`src/rtl/aq_pmp_chk_arb_if.sv`:
```
// aq_pmp_chk_arb_if: requester, CSR-fence and PMP check-port signals of the PMP check arbiter
interface aq_pmp_chk_arb_if #(parameter int PA_W = 28);
    logic            ifu_pmp_req_vld;
    logic [PA_W-1:0] ifu_pmp_req_pa;
    logic [1:0]      ifu_pmp_req_priv;
    logic            ifu_pmp_req_rdy;
    logic            lsu_pmp_req_vld;
    logic [PA_W-1:0] lsu_pmp_req_pa;
    logic [1:0]      lsu_pmp_req_priv;
    logic            lsu_pmp_req_chk1;
    logic            lsu_pmp_req_rdy;
    logic            cp0_pmp_wreg;
    logic [PA_W-1:0] arb_pmp_pa;
    logic [1:0]      arb_pmp_priv_mode;
    logic            arb_pmp_chk1;
    logic [3:0]      pmp_arb_flg;
    logic [15:0]     pmp_arb_hit_num;
    logic            pmp_arb_napot_cross;
    logic            ifu_pmp_rsp_vld;
    logic            lsu_pmp_rsp_vld;
    logic [3:0]      pmp_rsp_flg;
    logic [15:0]     pmp_rsp_hit_num;
    logic            pmp_rsp_napot_cross;
    logic            arb_pmp_busy;
    modport slave (
        input  ifu_pmp_req_vld, ifu_pmp_req_pa, ifu_pmp_req_priv,
        input  lsu_pmp_req_vld, lsu_pmp_req_pa, lsu_pmp_req_priv, lsu_pmp_req_chk1,
        input  cp0_pmp_wreg, pmp_arb_flg, pmp_arb_hit_num, pmp_arb_napot_cross,
        output ifu_pmp_req_rdy, lsu_pmp_req_rdy,
        output arb_pmp_pa, arb_pmp_priv_mode, arb_pmp_chk1,
        output ifu_pmp_rsp_vld, lsu_pmp_rsp_vld,
        output pmp_rsp_flg, pmp_rsp_hit_num, pmp_rsp_napot_cross, arb_pmp_busy
    );
    modport master (
        output ifu_pmp_req_vld, ifu_pmp_req_pa, ifu_pmp_req_priv,
        output lsu_pmp_req_vld, lsu_pmp_req_pa, lsu_pmp_req_priv, lsu_pmp_req_chk1,
        output cp0_pmp_wreg, pmp_arb_flg, pmp_arb_hit_num, pmp_arb_napot_cross,
        input  ifu_pmp_req_rdy, lsu_pmp_req_rdy,
        input  arb_pmp_pa, arb_pmp_priv_mode, arb_pmp_chk1,
        input  ifu_pmp_rsp_vld, lsu_pmp_rsp_vld,
        input  pmp_rsp_flg, pmp_rsp_hit_num, pmp_rsp_napot_cross, arb_pmp_busy
    );
endinterface

```
`src/rtl/aq_pmp_chk_arb.sv`:
```
// aq_pmp_chk_arb: round-robin IFU/LSU arbiter and two-cycle sequencer for the shared PMP check port
module aq_pmp_chk_arb (
    input logic               cpuclk,
    input logic               cpurst,
    aq_pmp_chk_arb_if.slave   bus
);
    typedef enum logic {IDLE, CHK} state_t;
    state_t state;
    logic   wreg_d, rr, owner, win, ifu_win, lsu_win;
    // CSR writes fence grants for their own cycle and the one after
    always_comb begin
        win     = state == IDLE && !(bus.cp0_pmp_wreg || wreg_d) && !cpurst;
        ifu_win = bus.ifu_pmp_req_vld && (!bus.lsu_pmp_req_vld || rr);
        lsu_win = bus.lsu_pmp_req_vld && (!bus.ifu_pmp_req_vld || !rr);
    end
    assign bus.ifu_pmp_req_rdy = win && ifu_win;
    assign bus.lsu_pmp_req_rdy = win && lsu_win;
    assign bus.arb_pmp_busy    = state == CHK || bus.cp0_pmp_wreg || wreg_d;
    always_ff @(posedge cpuclk) begin
        if (cpurst) begin
            state                   <= IDLE;
            wreg_d                  <= 1'b0;
            rr                      <= 1'b0;
            owner                   <= 1'b0;
            bus.arb_pmp_pa          <= '0;
            bus.arb_pmp_priv_mode   <= '0;
            bus.arb_pmp_chk1        <= 1'b0;
            bus.ifu_pmp_rsp_vld     <= 1'b0;
            bus.lsu_pmp_rsp_vld     <= 1'b0;
            bus.pmp_rsp_flg         <= '0;
            bus.pmp_rsp_hit_num     <= '0;
            bus.pmp_rsp_napot_cross <= 1'b0;
        end else begin
            wreg_d              <= bus.cp0_pmp_wreg;
            bus.ifu_pmp_rsp_vld <= state == CHK && !owner;
            bus.lsu_pmp_rsp_vld <= state == CHK && owner;
            if (state == CHK) begin
                state                   <= IDLE;
                bus.pmp_rsp_flg         <= bus.pmp_arb_flg;
                bus.pmp_rsp_hit_num     <= bus.pmp_arb_hit_num;
                bus.pmp_rsp_napot_cross <= bus.pmp_arb_napot_cross;
            end else if (bus.ifu_pmp_req_rdy || bus.lsu_pmp_req_rdy) begin
                state                 <= CHK;
                owner                 <= bus.lsu_pmp_req_rdy;
                rr                    <= bus.lsu_pmp_req_rdy;
                bus.arb_pmp_pa        <= bus.lsu_pmp_req_rdy ? bus.lsu_pmp_req_pa : bus.ifu_pmp_req_pa;
                bus.arb_pmp_priv_mode <= bus.lsu_pmp_req_rdy ? bus.lsu_pmp_req_priv : bus.ifu_pmp_req_priv;
                bus.arb_pmp_chk1      <= bus.lsu_pmp_req_rdy && bus.lsu_pmp_req_chk1;
            end
        end
    end
endmodule

```
`src/flat_wrapper.sv`:
```
// flat-port wrapper written by rule: the top's interface ports become plain ports
module aq_pmp_chk_arb_flat 
  (cpuclk, cpurst, bus_ifu_pmp_req_vld, bus_ifu_pmp_req_pa, bus_ifu_pmp_req_priv, bus_lsu_pmp_req_vld, bus_lsu_pmp_req_pa, bus_lsu_pmp_req_priv, bus_lsu_pmp_req_chk1, bus_cp0_pmp_wreg, bus_pmp_arb_flg, bus_pmp_arb_hit_num, bus_pmp_arb_napot_cross, bus_ifu_pmp_req_rdy, bus_lsu_pmp_req_rdy, bus_arb_pmp_pa, bus_arb_pmp_priv_mode, bus_arb_pmp_chk1, bus_ifu_pmp_rsp_vld, bus_lsu_pmp_rsp_vld, bus_pmp_rsp_flg, bus_pmp_rsp_hit_num, bus_pmp_rsp_napot_cross, bus_arb_pmp_busy);
  aq_pmp_chk_arb_if #(.PA_W(28)) bus_i ();
  input logic cpuclk;
  input logic cpurst;
  input wire logic [$bits(bus_i.ifu_pmp_req_vld)-1:0] bus_ifu_pmp_req_vld;
  input wire logic [$bits(bus_i.ifu_pmp_req_pa)-1:0] bus_ifu_pmp_req_pa;
  input wire logic [$bits(bus_i.ifu_pmp_req_priv)-1:0] bus_ifu_pmp_req_priv;
  input wire logic [$bits(bus_i.lsu_pmp_req_vld)-1:0] bus_lsu_pmp_req_vld;
  input wire logic [$bits(bus_i.lsu_pmp_req_pa)-1:0] bus_lsu_pmp_req_pa;
  input wire logic [$bits(bus_i.lsu_pmp_req_priv)-1:0] bus_lsu_pmp_req_priv;
  input wire logic [$bits(bus_i.lsu_pmp_req_chk1)-1:0] bus_lsu_pmp_req_chk1;
  input wire logic [$bits(bus_i.cp0_pmp_wreg)-1:0] bus_cp0_pmp_wreg;
  input wire logic [$bits(bus_i.pmp_arb_flg)-1:0] bus_pmp_arb_flg;
  input wire logic [$bits(bus_i.pmp_arb_hit_num)-1:0] bus_pmp_arb_hit_num;
  input wire logic [$bits(bus_i.pmp_arb_napot_cross)-1:0] bus_pmp_arb_napot_cross;
  output wire logic [$bits(bus_i.ifu_pmp_req_rdy)-1:0] bus_ifu_pmp_req_rdy;
  output wire logic [$bits(bus_i.lsu_pmp_req_rdy)-1:0] bus_lsu_pmp_req_rdy;
  output wire logic [$bits(bus_i.arb_pmp_pa)-1:0] bus_arb_pmp_pa;
  output wire logic [$bits(bus_i.arb_pmp_priv_mode)-1:0] bus_arb_pmp_priv_mode;
  output wire logic [$bits(bus_i.arb_pmp_chk1)-1:0] bus_arb_pmp_chk1;
  output wire logic [$bits(bus_i.ifu_pmp_rsp_vld)-1:0] bus_ifu_pmp_rsp_vld;
  output wire logic [$bits(bus_i.lsu_pmp_rsp_vld)-1:0] bus_lsu_pmp_rsp_vld;
  output wire logic [$bits(bus_i.pmp_rsp_flg)-1:0] bus_pmp_rsp_flg;
  output wire logic [$bits(bus_i.pmp_rsp_hit_num)-1:0] bus_pmp_rsp_hit_num;
  output wire logic [$bits(bus_i.pmp_rsp_napot_cross)-1:0] bus_pmp_rsp_napot_cross;
  output wire logic [$bits(bus_i.arb_pmp_busy)-1:0] bus_arb_pmp_busy;
  assign bus_i.ifu_pmp_req_vld = bus_ifu_pmp_req_vld;
  assign bus_i.ifu_pmp_req_pa = bus_ifu_pmp_req_pa;
  assign bus_i.ifu_pmp_req_priv = bus_ifu_pmp_req_priv;
  assign bus_i.lsu_pmp_req_vld = bus_lsu_pmp_req_vld;
  assign bus_i.lsu_pmp_req_pa = bus_lsu_pmp_req_pa;
  assign bus_i.lsu_pmp_req_priv = bus_lsu_pmp_req_priv;
  assign bus_i.lsu_pmp_req_chk1 = bus_lsu_pmp_req_chk1;
  assign bus_i.cp0_pmp_wreg = bus_cp0_pmp_wreg;
  assign bus_i.pmp_arb_flg = bus_pmp_arb_flg;
  assign bus_i.pmp_arb_hit_num = bus_pmp_arb_hit_num;
  assign bus_i.pmp_arb_napot_cross = bus_pmp_arb_napot_cross;
  assign bus_ifu_pmp_req_rdy = bus_i.ifu_pmp_req_rdy;
  assign bus_lsu_pmp_req_rdy = bus_i.lsu_pmp_req_rdy;
  assign bus_arb_pmp_pa = bus_i.arb_pmp_pa;
  assign bus_arb_pmp_priv_mode = bus_i.arb_pmp_priv_mode;
  assign bus_arb_pmp_chk1 = bus_i.arb_pmp_chk1;
  assign bus_ifu_pmp_rsp_vld = bus_i.ifu_pmp_rsp_vld;
  assign bus_lsu_pmp_rsp_vld = bus_i.lsu_pmp_rsp_vld;
  assign bus_pmp_rsp_flg = bus_i.pmp_rsp_flg;
  assign bus_pmp_rsp_hit_num = bus_i.pmp_rsp_hit_num;
  assign bus_pmp_rsp_napot_cross = bus_i.pmp_rsp_napot_cross;
  assign bus_arb_pmp_busy = bus_i.arb_pmp_busy;
  aq_pmp_chk_arb u_core (.cpuclk(cpuclk), .cpurst(cpurst), .bus(bus_i));
endmodule
```
`config.mk`:
```
export PLATFORM = sky130hd
export DESIGN_NAME = aq_pmp_chk_arb_flat
export DESIGN_NICKNAME = d
export VERILOG_FILES = /design/src/rtl/aq_pmp_chk_arb_if.sv /design/src/rtl/aq_pmp_chk_arb.sv /design/src/flat_wrapper.sv
export SDC_FILE = /design/constraint.sdc
export NUM_CORES = 1
export LEC_CHECK = 0
export ABC_CLOCK_PERIOD_IN_PS = 1500
export CAP_MARGIN = 30
export CORE_MARGIN = 2
export CORE_UTILIZATION = 35
export CTS_BUF_LIST = sky130_fd_sc_hd__clkbuf_4 sky130_fd_sc_hd__clkbuf_8
export DETAILED_ROUTE_END_ITERATION = 10
export PLACE_DENSITY = 0.78
export RECOVER_POWER = 100
export SLEW_MARGIN = 10
export SYNTH_ARGS = -nofsm -noshare
export SYNTH_HDL_FRONTEND = slang
export SYNTH_SLANG_ARGS = --single-unit
```
`constraint.sdc`:
```
create_clock -name cpuclk -period 1.5 [get_ports cpuclk]
set_input_delay 0.3 -clock cpuclk [delete_from_list [all_inputs] [get_ports cpuclk]]
set_output_delay 0.3 -clock cpuclk [all_outputs]
set_load 0.005 [all_outputs]
```
; ---- Word-level counts from Yosys, hierarchy flattened
; Index checks and enable logic that the tools add are counted.
[totals]
regBits = 57
wordCells = 37
output_inout_bits = 57
[op_classes]
n_mux = 3
n_reduce_logical = 22
bitwise = 1
[op_table]
columns = operator, n
row1 = 2-to-1 mux 28 bit, 1
row2 = logical AND 1 bit, 9
row3 = logical OR 1 bit, 6
row4 = logical NOT 1 bit, 5
row5 = 2-to-1 mux 2 bit, 1
row6 = AND reduction 2 bit, 1
row7 = OR reduction 2 bit, 1
row8 = 2-to-1 mux 1 bit, 1
row9 = inverter 1 bit, 1

; ---- Logic depth before layout (Yosys ltp)
[logic_depth]
word_depth = 7
ltp_mapped = 6
ltp_nobuf = 3

; ---- Least setup slack after synthesis
; OpenSTA, ideal clock, no wires.
[synth_timing]
path_type = reg2out
from = register u_core.state
to = output port bus_lsu_pmp_req_rdy
t_arrival_ps = 1349
n_path_buf = 3
stages_incl_launch_ff = 6
slack_ps = -149
path_cell_list = dfxtp_1 buf_6 or4_1 buf_6 buf_6 nor2_1
[synth_via]
elab_chain_len = 4
[synth_rtl]
columns = element, line_no
row1 = "start, declared", aq_pmp_chk_arb.sv:8  ; state_t state;
row2 = "start signal, assigned", aq_pmp_chk_arb.sv:21  ; state <= IDLE;
row3 = "start signal, assigned", aq_pmp_chk_arb.sv:38  ; state <= IDLE;
row4 = "start signal, assigned", aq_pmp_chk_arb.sv:43  ; state <= CHK;
row5 = inverter 1 bit (no line), -
row6 = logical AND 1 bit (2 in series), aq_pmp_chk_arb.sv:12  ; win = state == IDLE && !(bus.cp0_pmp_wreg || wreg_d) && !cpurst;
row7 = logical AND 1 bit, aq_pmp_chk_arb.sv:17  ; assign bus.lsu_pmp_req_rdy = win && lsu_win;
row8 = "end, declared", flat_wrapper.sv:19  ; output wire logic [$bits(bus_i.lsu_pmp_req_rdy)-1:0] bus_lsu_pmp_req_rdy;
; Every way passes these cells.

; ---- Final worst setup path
[layout_timing]
from = register u_core.state
to = output port bus_ifu_pmp_req_rdy
[layout_via]
elab_chain_len = 4
[layout_rtl]
columns = element, line_no
row1 = inverter 1 bit (no line), -
row2 = logical AND 1 bit (2 in series), aq_pmp_chk_arb.sv:12
row3 = logical AND 1 bit, aq_pmp_chk_arb.sv:16  ; assign bus.ifu_pmp_req_rdy = win && ifu_win;
row4 = "end, declared", flat_wrapper.sv:18  ; output wire logic [$bits(bus_i.ifu_pmp_req_rdy)-1:0] bus_ifu_pmp_req_rdy;
; Every way passes these cells.

==> results.rst <==
.. list-table::
   :header-rows: 1

   * - Metric
     - Value
   * - Run status
     - complete, but fails checks
   * - Violated checks
     - setup timing
   * - Top flip-flop cell by instance count after synthesis
     - sky130_fd_sc_hd__dfxtp_1
   * - Initial antenna violation count
     - 0
   * - Total GRT Usage
     - 0.216
   * - Worst min-delay path startpoint
     - u_core.bus.arb_pmp_chk1$_SDFFE_PP0P_
   * - Maximum fanout along the worst path
     - 3
   * - Power Total
     - 4340 µW
   * - Vias in the first global route
     - 2667
   * - Top-level port count
     - 144
   * - Tcrit/Tclk final
     - 1.23
   * - Largest area contributor in the synthesized netlist
     - sky130_fd_sc_hd__dfxtp_1
   * - Clock tree skew after final layout
     - 0.00694 ns
   * - Die boundary width
     - 88.2 µm
   * - Placed standard-cell area
     - 0.00407 mm²
   * - Initial DRC count
     - 160
   * - Top routing layer used
     - met4
   * - Gate family responsible for the most delay along the worst path
     - simple AND/OR/NAND/NOR gates
   * - Crit path launch
     - u_core.state$_SDFF_PP0_
   * - Largest cells by area after synthesis
     - sky130_fd_sc_hd__dfxtp_1 46%, sky130_fd_sc_hd__a311oi_1 11%, sky130_fd_sc_hd__mux2i_1 8.5%
   * - Achievable clock frequency
     - 540 MHz
   * - Async S/R FF share, synth
     - 0
   * - Min cycle time layout
     - 1.85 ns
   * - Setup crit start kind
     - flop
   * - Static leakage
     - 0.00162 µW
   * - Number of max-capacitance violations reported
     - 0
   * - Internal power component
     - 3280 µW
   * - Worst voltage drop across the vdd grid
     - 0.000486 V
   * - Wire length reported by the detailed router
     - 9.58 mm
   * - Number of synthesized register bits
     - 57
   * - Highest cell delay on the worst timing path
     - 0.52 ns
   * - # fillers
     - 535
   * - DIE AREA
     - 0.00777 mm²
   * - Final std cell area, no fill
     - 0.00470 mm²
   * - Critical Path Sink
     - bus_ifu_pmp_req_rdy
   * - Detailed-route vias per instance
     - 5.42
   * - Antenna Diode Count
     - 0
   * - Number of buffers added by the clock tree synthesis step
     - 9
   * - Buffer levels on the longest clock path
     - 2
   * - Net count after synthesis
     - 356
   * - Global-route wire length before repair
     - 13.0 mm
   * - Post-synth top area share
     - 0.460
   * - Total congestion overflow after global routing
     - 0
   * - Number of nets in the layout
     - 517
   * - RSZ-0062 raised after global routing
     - yes
   * - Finished Layout Cells
     - 531
   * - CTS tree
     - done
   * - Placed cell count
     - 499
   * - HP Class
     - flop to flop
   * - Number of remaining DRC errors
     - 0
   * - Crit Reg-Reg Endpoint
     - u_core.bus.arb_pmp_pa[4]$_SDFFE_PP0P_
   * - Via total after detailed routing
     - 2880
   * - Layout-stage area growth over the synthesis result
     - 89.6%
   * - Slew HR
     - 0.517
   * - Cell count after synthesis
     - 269
   * - Net switching power figure
     - 1060 µW
   * - Total number of placement rows
     - 30
   * - Routability-driven placement congestion ratio
     - 0.821
   * - Slew at the pin closest to its max-slew limit
     - 0.725 ns
   * - Top cell types by occurrence after synthesis
     - 57 x sky130_fd_sc_hd__dfxtp_1, 31 x sky130_fd_sc_hd__a21oi_1, 31 x sky130_fd_sc_hd__nand3_1
   * - Floorplan die height
     - 88.2 µm
   * - Area occupied by multi-input gates
     - 0.00130 mm²
   * - Fraction of power spent switching nets
     - 0.243
   * - Library cells used by synthesis
     - 24
   * - Core Box Area
     - 0.00683 mm²
   * - Effective utilization at floorplan
     - 0.363
   * - Max-slew violation count
     - 0
   * - Final hold violations
     - 0
   * - Pwr Density
     - 923 mW/mm²
   * - Sinks on the clock net
     - 57
   * - Proportion of power drawn by flip-flops and latches
     - 0.377
   * - Share of synthesized area occupied by flip-flops and latches
     - 0.460
   * - Total met3 wirelength after detailed routing
     - 994 µm
   * - Pin count of the biggest net entering global routing
     - 57
   * - Cell at the slowest stage of the critical path
     - sky130_fd_sc_hd__or4_4
   * - Path length in cells of the critical path
     - 3
   * - Crit path cell chain
     - or4_4 > a211oi_2 > buf_2
   * - Minimum setup slack in the final design
     - -0.351 ns
   * - Flip-flop and latch area
     - 0.00115 mm²
   * - Number of nets still failing antenna checks after routing
     - 0
   * - Number of flops mapped to enable cells by yosys
     - 0
   * - Number of port buffers
     - 143
   * - Mean instance size in the synthesized netlist
     - 9.22 µm²
   * - Reg2reg start
     - u_core.state$_SDFF_PP0_
   * - Count of final setup violators
     - 45
   * - Later-pin clock latency in the skew report
     - 0.33 ns
   * - Root Buffer Master
     - sky130_fd_sc_hd__clkbuf_8
   * - Buffer and inverter count on the worst path
     - 1
   * - Routed wirelength normalized by instance count
     - 18.0 µm
   * - Count of warnings emitted by yosys
     - 0
   * - Post-detailed-placement half-perimeter wirelength
     - 5.49 mm
   * - Type of destination of the critical path
     - output port
   * - Share of final-layout standard cells stronger than drive strength 1
     - 0.225
   * - Worst endpoint required time
     - 1.20 ns
   * - CTS hold repair buffers
     - 0
   * - Most frequently used cell type in the post-synthesis netlist
     - sky130_fd_sc_hd__dfxtp_1
   * - Count of TritonRoute iterations in the first routing pass
     - 4
   * - Clock network power share
     - 0.414
   * - Internal reg-to-reg setup slack
     - -0.29 ns
   * - Kind of critical path
     - flop to output port
   * - Met2 wire len
     - 4.58 mm
   * - Deepest level of the CTS H-tree
     - 3
   * - Combinational share of power
     - 0.208
   * - Worst reg2reg path depth
     - 8
   * - Met1 wire length
     - 3.76 mm
   * - Endpoint arrival time on the critical path
     - 1.55 ns
   * - Cell area after synthesis
     - 0.00248 mm²
   * - Clock slew at reported path FFs
     - 0.07 ns
==> metal layers <==
layer	vias up	track usage
met5	-	0
met4	0	0.0771
met3	23	0.0631
met2	182	0.344
met1	1346	0.279
li1	1329	-
==> sequential cells by signal, summed over array words and instances (netlist names) <==
signal	flops
u_core.bus.ifu_pmp_rsp_vld	1
u_core.bus.arb_pmp_pa	28
u_core.bus.pmp_rsp_flg	4
u_core.bus.pmp_rsp_napot_cross	1
u_core.bus.arb_pmp_chk1	1
u_core.bus.lsu_pmp_rsp_vld	1
u_core.state	1
u_core.bus.pmp_rsp_hit_num	16
u_core.bus.arb_pmp_priv_mode	2
u_core.rr	1
u_core.wreg_d	1
==> kinds of logic (layout without fill, tap and decap cells) <==
group,Yosys count,in the layout,share of synthesized area
compound gates,96,96,0.247
buf+inv,33,199,0.0777
simple gates,62,62,0.131
mux,21,21,0.0848
flops,57,57,0.460
==> worst min-delay path by stage <==
stage,to,cells after the start
final,u_core.bus.arb_pmp_chk1$_SDFFE_PP0P_,2
after CTS,u_core.wreg_d$_SDFF_PP0_,3
after floorplan,u_core.wreg_d$_SDFF_PP0_,1
after detailed placement,u_core.bus.arb_pmp_chk1$_SDFFE_PP0P_,2
after global placement,u_core.bus.arb_pmp_chk1$_SDFFE_PP0P_,2
after global routing,u_core.bus.arb_pmp_chk1$_SDFFE_PP0P_,2
==> repair_timing <==
item / 4_1_cts / 5_1_grt
setup buffers: 12 / 5
resized for setup: 29 / 77
pin swaps: 3 / 14
setup endpoints to repair: 38 / 79
cloned: 2 / 5
==> area by class of cell <==
cell class	count	area share
Timing Repair Buffer	181	0.398
Multi-Input combinational cell	179	0.277
Sequential cell	57	0.245
Clock buffer	11	0.0309
Tap cell	96	0.0255
Clock inverter	5	0.0218
Inverter	2	0.00160
==> metrics by stage <==
| step | hold slack, ns | setup TNS (ns) | setup WS (ns) | util |
|---|---|---|---|---|
| 6_report | 0.476 | -7.00 | -0.351 | 0.688 |
| 5_1_grt | 0.499 | -9.56 | -0.378 | 0.688 |
| 4_1_cts | 0.473 | -4.94 | -0.378 | 0.656 |
| 3_5_place_dp | 0.479 | -20.96 | -0.852 | 0.596 |
| 3_3_place_gp | 0.470 | -20.31 | -0.847 | 0.596 |
| 2_1_floorplan | 0.428 | -0.177 | -0.0499 | - |
==> worst register-to-register path, stage by stage (launching register included) <==
cell and delay, ns:
sky130_fd_sc_hd__dfxtp_4 0.34, sky130_fd_sc_hd__buf_4 0.12, sky130_fd_sc_hd__clkbuf_1 0.13, sky130_fd_sc_hd__buf_12 0.15, sky130_fd_sc_hd__nor4_4 0.14, sky130_fd_sc_hd__buf_6 0.21, sky130_fd_sc_hd__buf_12 0.16, sky130_fd_sc_hd__nand3_2 0.10
sky130_fd_sc_hd__a311oi_2 0.34
==> power groups by stage <==
stage | Clock, µW | Sequential, µW | Combinational [µW]
2_1_floorplan | 0 | 1670 | 302
3_3_place_gp | 0 | 1660 | 773
3_5_place_dp | 0 | 1660 | 784
4_1_cts | 1820 | 1630 | 833
5_1_grt | 1880 | 1640 | 962
6_report | 1800 | 1640 | 905
==> layout by cell type (no fill, tap or decap), types with 2 or more instances in the layout <==
master,synthesis,layout
sky130_fd_sc_hd__clkdlybuf4s25_1,0,38
sky130_fd_sc_hd__o21ai_2,0,6
sky130_fd_sc_hd__nand3_2,0,6
sky130_fd_sc_hd__nand3_1,31,25
sky130_fd_sc_hd__a21oi_1,31,29
sky130_fd_sc_hd__clkdlybuf4s50_1,0,99
sky130_fd_sc_hd__a311oi_1,30,20
sky130_fd_sc_hd__dfxtp_1,57,50
sky130_fd_sc_hd__dlygate4sd2_1,0,2
sky130_fd_sc_hd__bufinv_16,0,3
sky130_fd_sc_hd__dfxtp_2,0,6
sky130_fd_sc_hd__nor3b_1,2,2
sky130_fd_sc_hd__buf_2,7,4
sky130_fd_sc_hd__clkbuf_8,0,10
sky130_fd_sc_hd__clkbuf_4,0,4
sky130_fd_sc_hd__o21ai_0,3,3
sky130_fd_sc_hd__a311oi_2,0,10
sky130_fd_sc_hd__mux2i_1,21,21
sky130_fd_sc_hd__inv_1,2,2
sky130_fd_sc_hd__buf_12,0,6
sky130_fd_sc_hd__o21ai_1,28,21
sky130_fd_sc_hd__buf_6,8,7
sky130_fd_sc_hd__a21oi_2,0,2
sky130_fd_sc_hd__clkbuf_16,0,3
sky130_fd_sc_hd__buf_4,0,16
sky130_fd_sc_hd__nor2_1,23,22
No activity file was read; power rests on OpenSTA's default activity.
